**config.mk**
```make
export PLATFORM = sky130hd
export DESIGN_NAME = sram_row_sched
export DESIGN_NICKNAME = d
export VERILOG_FILES = /design/src/rtl/sram_row_sched.sv
export SDC_FILE = /design/constraint.sdc
export NUM_CORES = 1
export LEC_CHECK = 0
export CELL_PAD_IN_SITES_DETAIL_PLACEMENT = 1
export CELL_PAD_IN_SITES_GLOBAL_PLACEMENT = 1
export CORE_MARGIN = 5
export CORE_UTILIZATION = 26
export DETAILED_ROUTE_END_ITERATION = 6
export GPL_TIMING_DRIVEN = 0
export PLACE_DENSITY_LB_ADDON = 0.1
export SLEW_MARGIN = 20
export SYNTH_ARGS = -nofsm -noshare
export SYNTH_HDL_FRONTEND = slang
export SYNTH_SLANG_ARGS = --single-unit
```
**constraint.sdc**
```tcl
create_clock -name clk -period 9.4 [get_ports clk]
set_input_delay 0.94 -clock clk [delete_from_list [all_inputs] [get_ports clk]]
set_output_delay 0.94 -clock clk [all_outputs]
set_load 0.01 [all_outputs]
```
**src/rtl/sram_row_sched.sv**
```systemverilog
// sram_row_sched
//   Burst-level scheduler for the single row/k port of the M x KMAX
//   attention-score SRAM. A writer and a reader each post burst commands
//   (row, start k, length). Commands are granted round-robin from IDLE only.
//   The scheduler issues one SRAM access per cycle and drains all outstanding
//   reads before the next grant, so read and write bursts never overlap.
//
//   Optional feature, macro SRAM_SCHED_BOUNDS_CHK_EN:
//     defined   - a command with row >= M or k+len > KMAX is accepted but
//                 rejected: no SRAM access, err and the matching done pulse
//                 fire together the next cycle.
//     undefined - no check, err tied low, k wraps KMAX-1 -> 0 in the row.
//
// Ports
//   clk, rst                      clock, asynchronous active-low reset
//   wr_req_* / wr_req_ready       write burst command handshake
//   wr_dvalid/wr_dready/wr_wdata/wr_wmask  write beat stream
//   wr_done                       pulse, write burst complete
//   rd_req_* / rd_req_ready       read burst command handshake
//   rd_dvalid/rd_rdata/rd_last    read data return (no backpressure)
//   rd_done                       pulse, all read data returned
//   busy, err                     state != IDLE, rejected-command pulse
//   m_*                           SRAM port (controls, address, data)
module sram_row_sched #(
  parameter int M      = 8,
  parameter int KMAX   = 1024,
  parameter int DATA_W = 32,
  parameter int BYTE_W = DATA_W / 8,
  parameter int ROW_W  = (M > 1) ? $clog2(M) : 1,
  parameter int K_W    = (KMAX > 1) ? $clog2(KMAX) : 1,
  parameter int LEN_W  = K_W + 1,
  parameter int OUT_W  = 4
) (
  input  logic              clk,
  input  logic              rst,
  input  logic              wr_req_valid,
  output logic              wr_req_ready,
  input  logic [ROW_W-1:0]  wr_req_row,
  input  logic [K_W-1:0]    wr_req_k,
  input  logic [LEN_W-1:0]  wr_req_len,
  input  logic              wr_dvalid,
  output logic              wr_dready,
  input  logic [DATA_W-1:0] wr_wdata,
  input  logic [BYTE_W-1:0] wr_wmask,
  output logic              wr_done,
  input  logic              rd_req_valid,
  output logic              rd_req_ready,
  input  logic [ROW_W-1:0]  rd_req_row,
  input  logic [K_W-1:0]    rd_req_k,
  input  logic [LEN_W-1:0]  rd_req_len,
  output logic              rd_dvalid,
  output logic [DATA_W-1:0] rd_rdata,
  output logic              rd_last,
  output logic              rd_done,
  output logic              busy,
  output logic              err,
  output logic              m_en,
  output logic              m_re,
  output logic              m_we,
  output logic [ROW_W-1:0]  m_row,
  output logic [K_W-1:0]    m_k,
  output logic [DATA_W-1:0] m_wdata,
  output logic [BYTE_W-1:0] m_wmask,
  input  logic [DATA_W-1:0] m_rdata,
  input  logic              m_rvalid
);

  typedef enum logic [1:0] {S_IDLE, S_WR, S_RD, S_DRAIN} state_t;

  state_t           state_reg;
  logic [ROW_W-1:0] cur_row_reg;
  logic [K_W-1:0]   cur_k_reg;
  logic [LEN_W-1:0] cnt_reg;
  logic [OUT_W-1:0] out_reg;
  logic             rr_rd_last_reg;  // 1: reader was granted most recently
  logic             wr_done_reg;
  logic             rd_done_reg;
  logic             err_reg;

  logic             idle;
  logic             grant_wr;
  logic             grant_rd;
  logic [ROW_W-1:0] sel_row;
  logic [K_W-1:0]   sel_k;
  logic [LEN_W-1:0] sel_len;
  logic             bad_cmd;
  logic             wr_beat;
  logic             rd_issue;
  logic             rd_ret;
  logic [K_W-1:0]   k_inc;
  logic [OUT_W-1:0] out_next;

  // Round-robin: on a tie the requester not granted last wins.
  assign idle     = (state_reg == S_IDLE);
  assign grant_wr = idle && wr_req_valid && (!rd_req_valid || rr_rd_last_reg);
  assign grant_rd = idle && rd_req_valid && (!wr_req_valid || !rr_rd_last_reg);

  assign sel_row = grant_wr ? wr_req_row : rd_req_row;
  assign sel_k   = grant_wr ? wr_req_k   : rd_req_k;
  assign sel_len = grant_wr ? wr_req_len : rd_req_len;

`ifdef SRAM_SCHED_BOUNDS_CHK_EN
  assign bad_cmd = (32'(sel_row) >= 32'(M)) ||
                   ((32'(sel_k) + 32'(sel_len)) > 32'(KMAX));
`else
  assign bad_cmd = 1'b0;
`endif

  assign wr_beat  = (state_reg == S_WR) && wr_dvalid;
  assign rd_issue = (state_reg == S_RD);
  // Returns with nothing outstanding (e.g. left over from a reset mid-burst)
  // are dropped here and never reach the reader.
  assign rd_ret   = m_rvalid && (out_reg != '0);

  assign k_inc    = (cur_k_reg == K_W'(KMAX - 1)) ? '0 : cur_k_reg + 1'b1;
  assign out_next = out_reg + {{(OUT_W-1){1'b0}}, rd_issue}
                            - {{(OUT_W-1){1'b0}}, rd_ret};

  always_ff @(posedge clk or negedge rst) begin
    if (!rst) begin
      state_reg      <= S_IDLE;
      cur_row_reg    <= '0;
      cur_k_reg      <= '0;
      cnt_reg        <= '0;
      out_reg        <= '0;
      rr_rd_last_reg <= 1'b1;
      wr_done_reg    <= 1'b0;
      rd_done_reg    <= 1'b0;
      err_reg        <= 1'b0;
    end else begin
      wr_done_reg <= 1'b0;
      rd_done_reg <= 1'b0;
      err_reg     <= 1'b0;
      out_reg     <= out_next;
      case (state_reg)
        S_IDLE: begin
          if (grant_wr || grant_rd) begin
            rr_rd_last_reg <= grant_rd;
            cur_row_reg    <= sel_row;
            cur_k_reg      <= sel_k;
            cnt_reg        <= sel_len;
            if (bad_cmd) begin
              err_reg     <= 1'b1;
              wr_done_reg <= grant_wr;
              rd_done_reg <= grant_rd;
            end else if (sel_len == '0) begin
              // Empty burst: completes without touching the SRAM.
              wr_done_reg <= grant_wr;
              rd_done_reg <= grant_rd;
            end else begin
              state_reg <= grant_wr ? S_WR : S_RD;
            end
          end
        end
        S_WR: begin
          if (wr_dvalid) begin
            cur_k_reg <= k_inc;
            cnt_reg   <= cnt_reg - 1'b1;
            if (cnt_reg == LEN_W'(1)) begin
              state_reg   <= S_IDLE;
              wr_done_reg <= 1'b1;
            end
          end
        end
        S_RD: begin
          cur_k_reg <= k_inc;
          cnt_reg   <= cnt_reg - 1'b1;
          if (cnt_reg == LEN_W'(1)) begin
            state_reg <= S_DRAIN;
          end
        end
        S_DRAIN: begin
          if (out_next == '0) begin
            state_reg   <= S_IDLE;
            rd_done_reg <= 1'b1;
          end
        end
        default: state_reg <= S_IDLE;
      endcase
    end
  end

  // The command handshake is decoded from inputs, so it is also forced low
  // while reset is held.
  assign wr_req_ready = grant_wr && rst;
  assign rd_req_ready = grant_rd && rst;
  assign wr_dready    = (state_reg == S_WR);
  assign wr_done      = wr_done_reg;
  assign rd_done      = rd_done_reg;
  assign err          = err_reg;
  assign busy         = !idle;

  assign rd_dvalid = rd_ret;
  assign rd_rdata  = rd_ret ? m_rdata : '0;
  // Final beat: every read has been issued and this is the last one in flight.
  assign rd_last   = rd_ret && (cnt_reg == '0) && (out_reg == OUT_W'(1)) && !rd_issue;

  assign m_en    = wr_beat || rd_issue;
  assign m_we    = wr_beat;
  assign m_re    = rd_issue;
  assign m_row   = m_en ? cur_row_reg : '0;
  assign m_k     = m_en ? cur_k_reg : '0;
  assign m_wdata = wr_beat ? wr_wdata : '0;
  assign m_wmask = wr_beat ? wr_wmask : '0;

endmodule

```
======== Word-level counts from Yosys, hierarchy flattened ========
Index checks and enable logic that the tools add are counted.
word-level totals
  register bits after elaboration ......... 33
  input bits .............................. 122
  output and inout bits ................... 93
  logic and storage cells ................. 85
operators by class
  add/subtract/negate cells ............... 4
  equality and inequality tests ........... 12
  mux-type cells .......................... 32
  reduce and logical (&&, ||, !) cells .... 29
operators by type and width
  cell                                                                     count
  32-bit two-way mux                                                       2
  10-bit two-way mux                                                       5
  11-bit two-way mux                                                       3
  11-bit one-hot mux with 3 select lines                                   1
  10-bit one-hot mux with 3 select lines                                   1
  11-bit zero test                                                         2
  2-bit two-way mux                                                        7
  11-bit by 1-bit equality test with 1-bit output (second input constant)  1
  1-bit logical AND                                                        11
  11-bit by 1-bit subtractor with 11-bit output (second input constant)    1
  10-bit by 1-bit adder with 10-bit output (second input constant)         1
  10-bit equality test (second input constant)                             1
  2-bit one-hot mux with 4 select lines                                    1
  1-bit two-way mux                                                        7
  3-bit two-way mux                                                        2
  2-bit by 1-bit != test with 1-bit output (second input constant)         3
  2-bit != test (second input constant)                                    3
  6-bit AND reduction                                                      1
  1-bit zero test                                                          5
  4-bit by 1-bit adder with 4-bit output                                   1
  2-bit equality test (second input constant)                              2
  4-bit by 1-bit equality test with 1-bit output (second input constant)   1
  4-bit zero test                                                          1
  1-bit logical OR                                                         4
  9 further kinds                                                          10

======== Longest topological paths before layout ========
  depth after elaboration ................. 8
  mapped depth ............................ 15

======== Worst setup path after synthesis ========
Ideal clock, no wire load.
  path kind ............................... input to register
  from .................................... in m_rvalid
  to ...................................... reg state_reg[0]
  arrival time ............................ 3.578 ns
  required time ........................... 9.321 ns
  setup slack ............................. 5.742 ns
  cell stages on the path ................. 12
  path buffers ............................ 1
  cell sequence ........................... o21a_1 -> clkbuf_1 -> ha_1 -> inv_1 -> ha_1 -> inv_1 -> fa_1 -> inv_1 -> or3_1 -> o311a_1 -> a211oi_4 -> mux2i_1
on the way
  word-level cells in the longest chain between the ends .. 5
RTL lines
  what                                         line  text
  from (decl)                                  65    input logic m_rvalid
  1-bit logical AND                            113   assign rd_ret = m_rvalid && (out_reg != '0);
  net rd_dvalid                                51    output logic rd_dvalid,
  4-bit by 1-bit subtractor with 4-bit output  117   - {{(OUT_W-1){1'b0}}, rd_ret};
  net out_next[1]                              91    logic [OUT_W-1:0] out_next;
  4-bit zero test                              173   if (out_next == '0) begin
  2-bit != test (no line)                      -
  6-bit AND reduction (no line)                -
  to (signal assigned)                         151   state_reg <= grant_wr ? S_WR : S_RD;
  to (decl)                                    70    state_t state_reg;
The timed path passes the listed nets, and every way through them passes these cells.
A chain may end at the register's enable or synchronous reset.

======== Worst setup path in the final report ========
  from .................................... in m_rvalid
  to ...................................... reg state_reg[1]
on the way
  word-level cells in the longest chain between the ends .. 5
RTL lines
  what                                         line
  1-bit logical AND                            113
  4-bit by 1-bit subtractor with 4-bit output  117
  net out_next[1]                              91
  4-bit zero test                              173
  2-bit != test (no line)                      -
  6-bit AND reduction (no line)                -
The timed path passes the listed nets, and every way through them passes these cells.

==> results.yml <==
critical_path:
  crit_top_cell: "inv_1"
  critPathBufInv: 5
  arrival_ps: 4410
  worstSetupPathType: "in -> reg"
  cp-start-kind: "input port"
  crit_chain: "clkdlybuf4s50_1, o21a_1, clkbuf_1, ha_1, inv_1, ha_1, inv_1, fa_1, inv_1, or3_1, o311a_1, a211oi_4, mux2i_1"
  worst_path_largest_cell_delay_ps: 520
  worstPathRequired_ps: 9600
  crit_family: "buffers and inverters"
  cp-end-kind: "flip-flop"
  ff2ff_path_depth: 15
  worstSetupPathDepth: 13
  critPathMaxFanout: 11
  cp_slowest_cell: "fa_1"
timing:
  timing.hold.ws_ps: 522.8
  final-hold-violation-count: 0
  finalCritPeriodShare: 0.4482
  rsz0062_at_grt: "no"
  layout_min_cycle_time_ps: 4213
  tightest_slew_ps: 662.2
  tns_ps: 0
  final_max_slew_viol_count: 0
  slew_headroom: 0.5551
  setup_violations: 0
  skew_ps: 9.066
  fmax_ghz: 0.2373
placement:
  place.port_buffers: 213
  dpl.hpwl_mm: 10.90
  routabilityCongestion: 0.8214
detailed_routing:
  routed_wirelength_mm: 13.21
  vias: 3609
  antenna_left: 0
  dr.pass1.iters: 4
  wl_per_cell_um: 18.04
  drc_errors: 0
  vias_per_cell: 4.930
  first_iter_violations: 126
finish:
  syn2layout_area_growth_pct: 82.64
  ff_latch_area_um2: 827.0
  largest_register_ffs: 11
  multi_input_area_um2: 1981
  fillerInstances: 1371
  fin_nets: 723
  layout-drive-gt1-share: 0.04754
  antenna_cells: 0
yosys:
  synth_edf_count: 0
  synthXorXnorAreaFrac: 0.005855
  synth_compound_area_frac: 0.1782
  yosys.area.top_type: "dfrtp_1"
  synth_area_um2: 2992
  synth-adder-area-share: 0.05688
  netlist_instances: 367
  synth_top_cell_area_share: 0.2677
  yosysSeqAreaShare: 0.2765
  ys_seq_elements: 33
  ys.warnings.count: 0
  ys_top_cells_by_area: "dfrtp_1 27%, and3_1 8.2%, and2_1 7.3%, ha_1 5.0%, mux2i_1 4.7%"
  synth_cell_types: 56
  avgSynthCellArea_um2: 8.152
  yosys.area_share.simple: 0.3342
  synthMuxAreaShare: 0.08574
  async_reset_ff_frac: 1.000
  synth_top_family_by_area: "simple AND/OR/NAND/NOR gates"
  syn-num-nets: 502
  synth_flop_cell: "dfrtp_1"
floorplan:
  core.rowCount: 39
  die_h_um: 117.3
  die_width_um: 117.3
  core_area_um2: 11370
  ios: 215
  die-area_um2: 13750
  initial_core_util: 0.2631
status:
  status: "finished, final reports clean"
min_path:
  holdCritPathClass: "in -> async"
run:
  drv_cap: 0
clocking:
  post_cts_buffers: 0
  cts_tree: "yes"
  root_buffer: "clkbuf_16"
  clk_pin_slew_ps: 60
  post_cts_resized: 0
  htreeDepth: 2
  cts_hold_buf: 0
  cts_buffers: 5
  clkLatencyLatePin_ps: 280
  cts_num_sinks: 33
  cts_buffer_depth: 2
global_routing:
  grt_pass1_wl_mm: 20.18
  grt_pass1_vias: 3920
  grtUsageTotal: 0.1854
  globalRoute.totalOverflow: 0
  grt_max_degree: 27
  antenna_found_initial: 0
power_and_ir_drop:
  ir_worst_vdd_v: 0.0001597
  leakagePower_nw: 2.304
  power_density_nw_per_um2: 272.1
==> path summary, 6_finish.rpt <==
| check | startpoint | to | slack (ps) |
|---|---|---|---|
| min | rst | cur_k_reg[5] | 520 |
| min reg2reg | rr_rd_last_reg | rr_rd_last_reg | 520 |
| max | m_rvalid | state_reg[1] | 5190 |
| max reg2reg | out_reg[2] | state_reg[1] | 5710 |
| max in group asynchronous | rst | rr_rd_last_reg | 8370 |
| min in group clk | rr_rd_last_reg | rr_rd_last_reg | 520 |
==> cell families after synthesis <==
group / count (synthesis)
compound gates: 74
xor+xnor: 2
fa+ha+maj: 13
buf+inv: 43
flops: 33
mux: 23
other cells: 1
simple gates: 178
==> synthesized netlist by cell type, types with 2 or more instances <==
master / instances
and3_1: 39
and2_1: 35
dfrtp_1: 32
nor2_1: 27
nand2_1: 25
clkbuf_1: 19
a21oi_1: 18
inv_1: 17
nor2b_1: 15
mux2i_1: 14
ha_1: 12
o21ai_0: 10
nor3_1: 8
o22ai_1: 8
nand3_1: 7
o21ai_1: 7
a22o_1: 6
mux2_1: 5
or3_1: 5
mux2_4: 4
nor4_1: 4
a2bb2oi_1: 3
buf_2: 3
o21a_1: 3
o221ai_1: 3
a21o_1: 2
buf_6: 2
nand3b_1: 2
nor3b_1: 2
o221a_1: 2
o32ai_1: 2
xnor2_1: 2
==> power breakdown <==
part | switching [W] | total (W) | internal (W)
combinational | 0.000551 | 0.00102 | 0.000472
clock | 0.0000602 | 0.000166 | 0.000106
sequential | 0.0000770 | 0.000298 | 0.000221
==> per-stage QoR <==
step / setup slack (ps) / cells / total power, W / util / area (µm²)
6_report: 5187 / 732 / 0.001487 / 0.4806 / 5464
5_1_grt: 4958 / 732 / 0.001616 / 0.4806 / 5464
4_1_cts: 5120 / 732 / 0.001501 / 0.4806 / 5464
3_5_place_dp: 4865 / 724 / 0.001327 / 0.4677 / 5318
3_3_place_gp: 4959 / 723 / 0.001291 / 0.4664 / 5303
2_1_floorplan: 5742 / 367 / 0.0009137 / - / 2992
==> cells in the final DEF (no fill, tap or decap), types with 3 or more instances in the layout <==
| master | count |
|---|---|
| o221ai_1 | 3 |
| inv_1 | 17 |
| clkbuf_1 | 21 |
| a22o_1 | 6 |
| ha_1 | 12 |
| mux2_1 | 5 |
| o22ai_1 | 8 |
| and2_1 | 35 |
| buf_2 | 4 |
| mux2i_1 | 14 |
| o21a_1 | 3 |
| nand2_1 | 25 |
| or3_1 | 5 |
| and3_1 | 39 |
| clkdlybuf4s50_1 | 212 |
| o21ai_0 | 10 |
| mux2_4 | 4 |
| nor2b_1 | 15 |
| nor3_1 | 8 |
| nand3_1 | 7 |
| dfrtp_1 | 32 |
| nor4_1 | 4 |
| clkbuf_16 | 5 |
| a21oi_1 | 18 |
| o21ai_1 | 7 |
| a2bb2oi_1 | 3 |
| nor2_1 | 27 |
==> final cells by class <==
class / count / area share
Clock buffer: 8 / 0.02679
Sequential cell: 33 / 0.1514
Buffer: 26 / 0.02198
Timing Repair Buffer: 214 / 0.3929
Multi-Input combinational cell: 291 / 0.3625
Inverter: 17 / 0.01168
Tap cell: 143 / 0.03275
==> layer usage <==
layer	wire, µm	vias up	GRT usage
li1	-	1749	-
met1	5365	1706	0.2184
met2	6533	145	0.3386
met3	1213	9	0.05244
met4	95	0	0.03058
met5	0	-	0
Power figures use the tool's default switching activity.
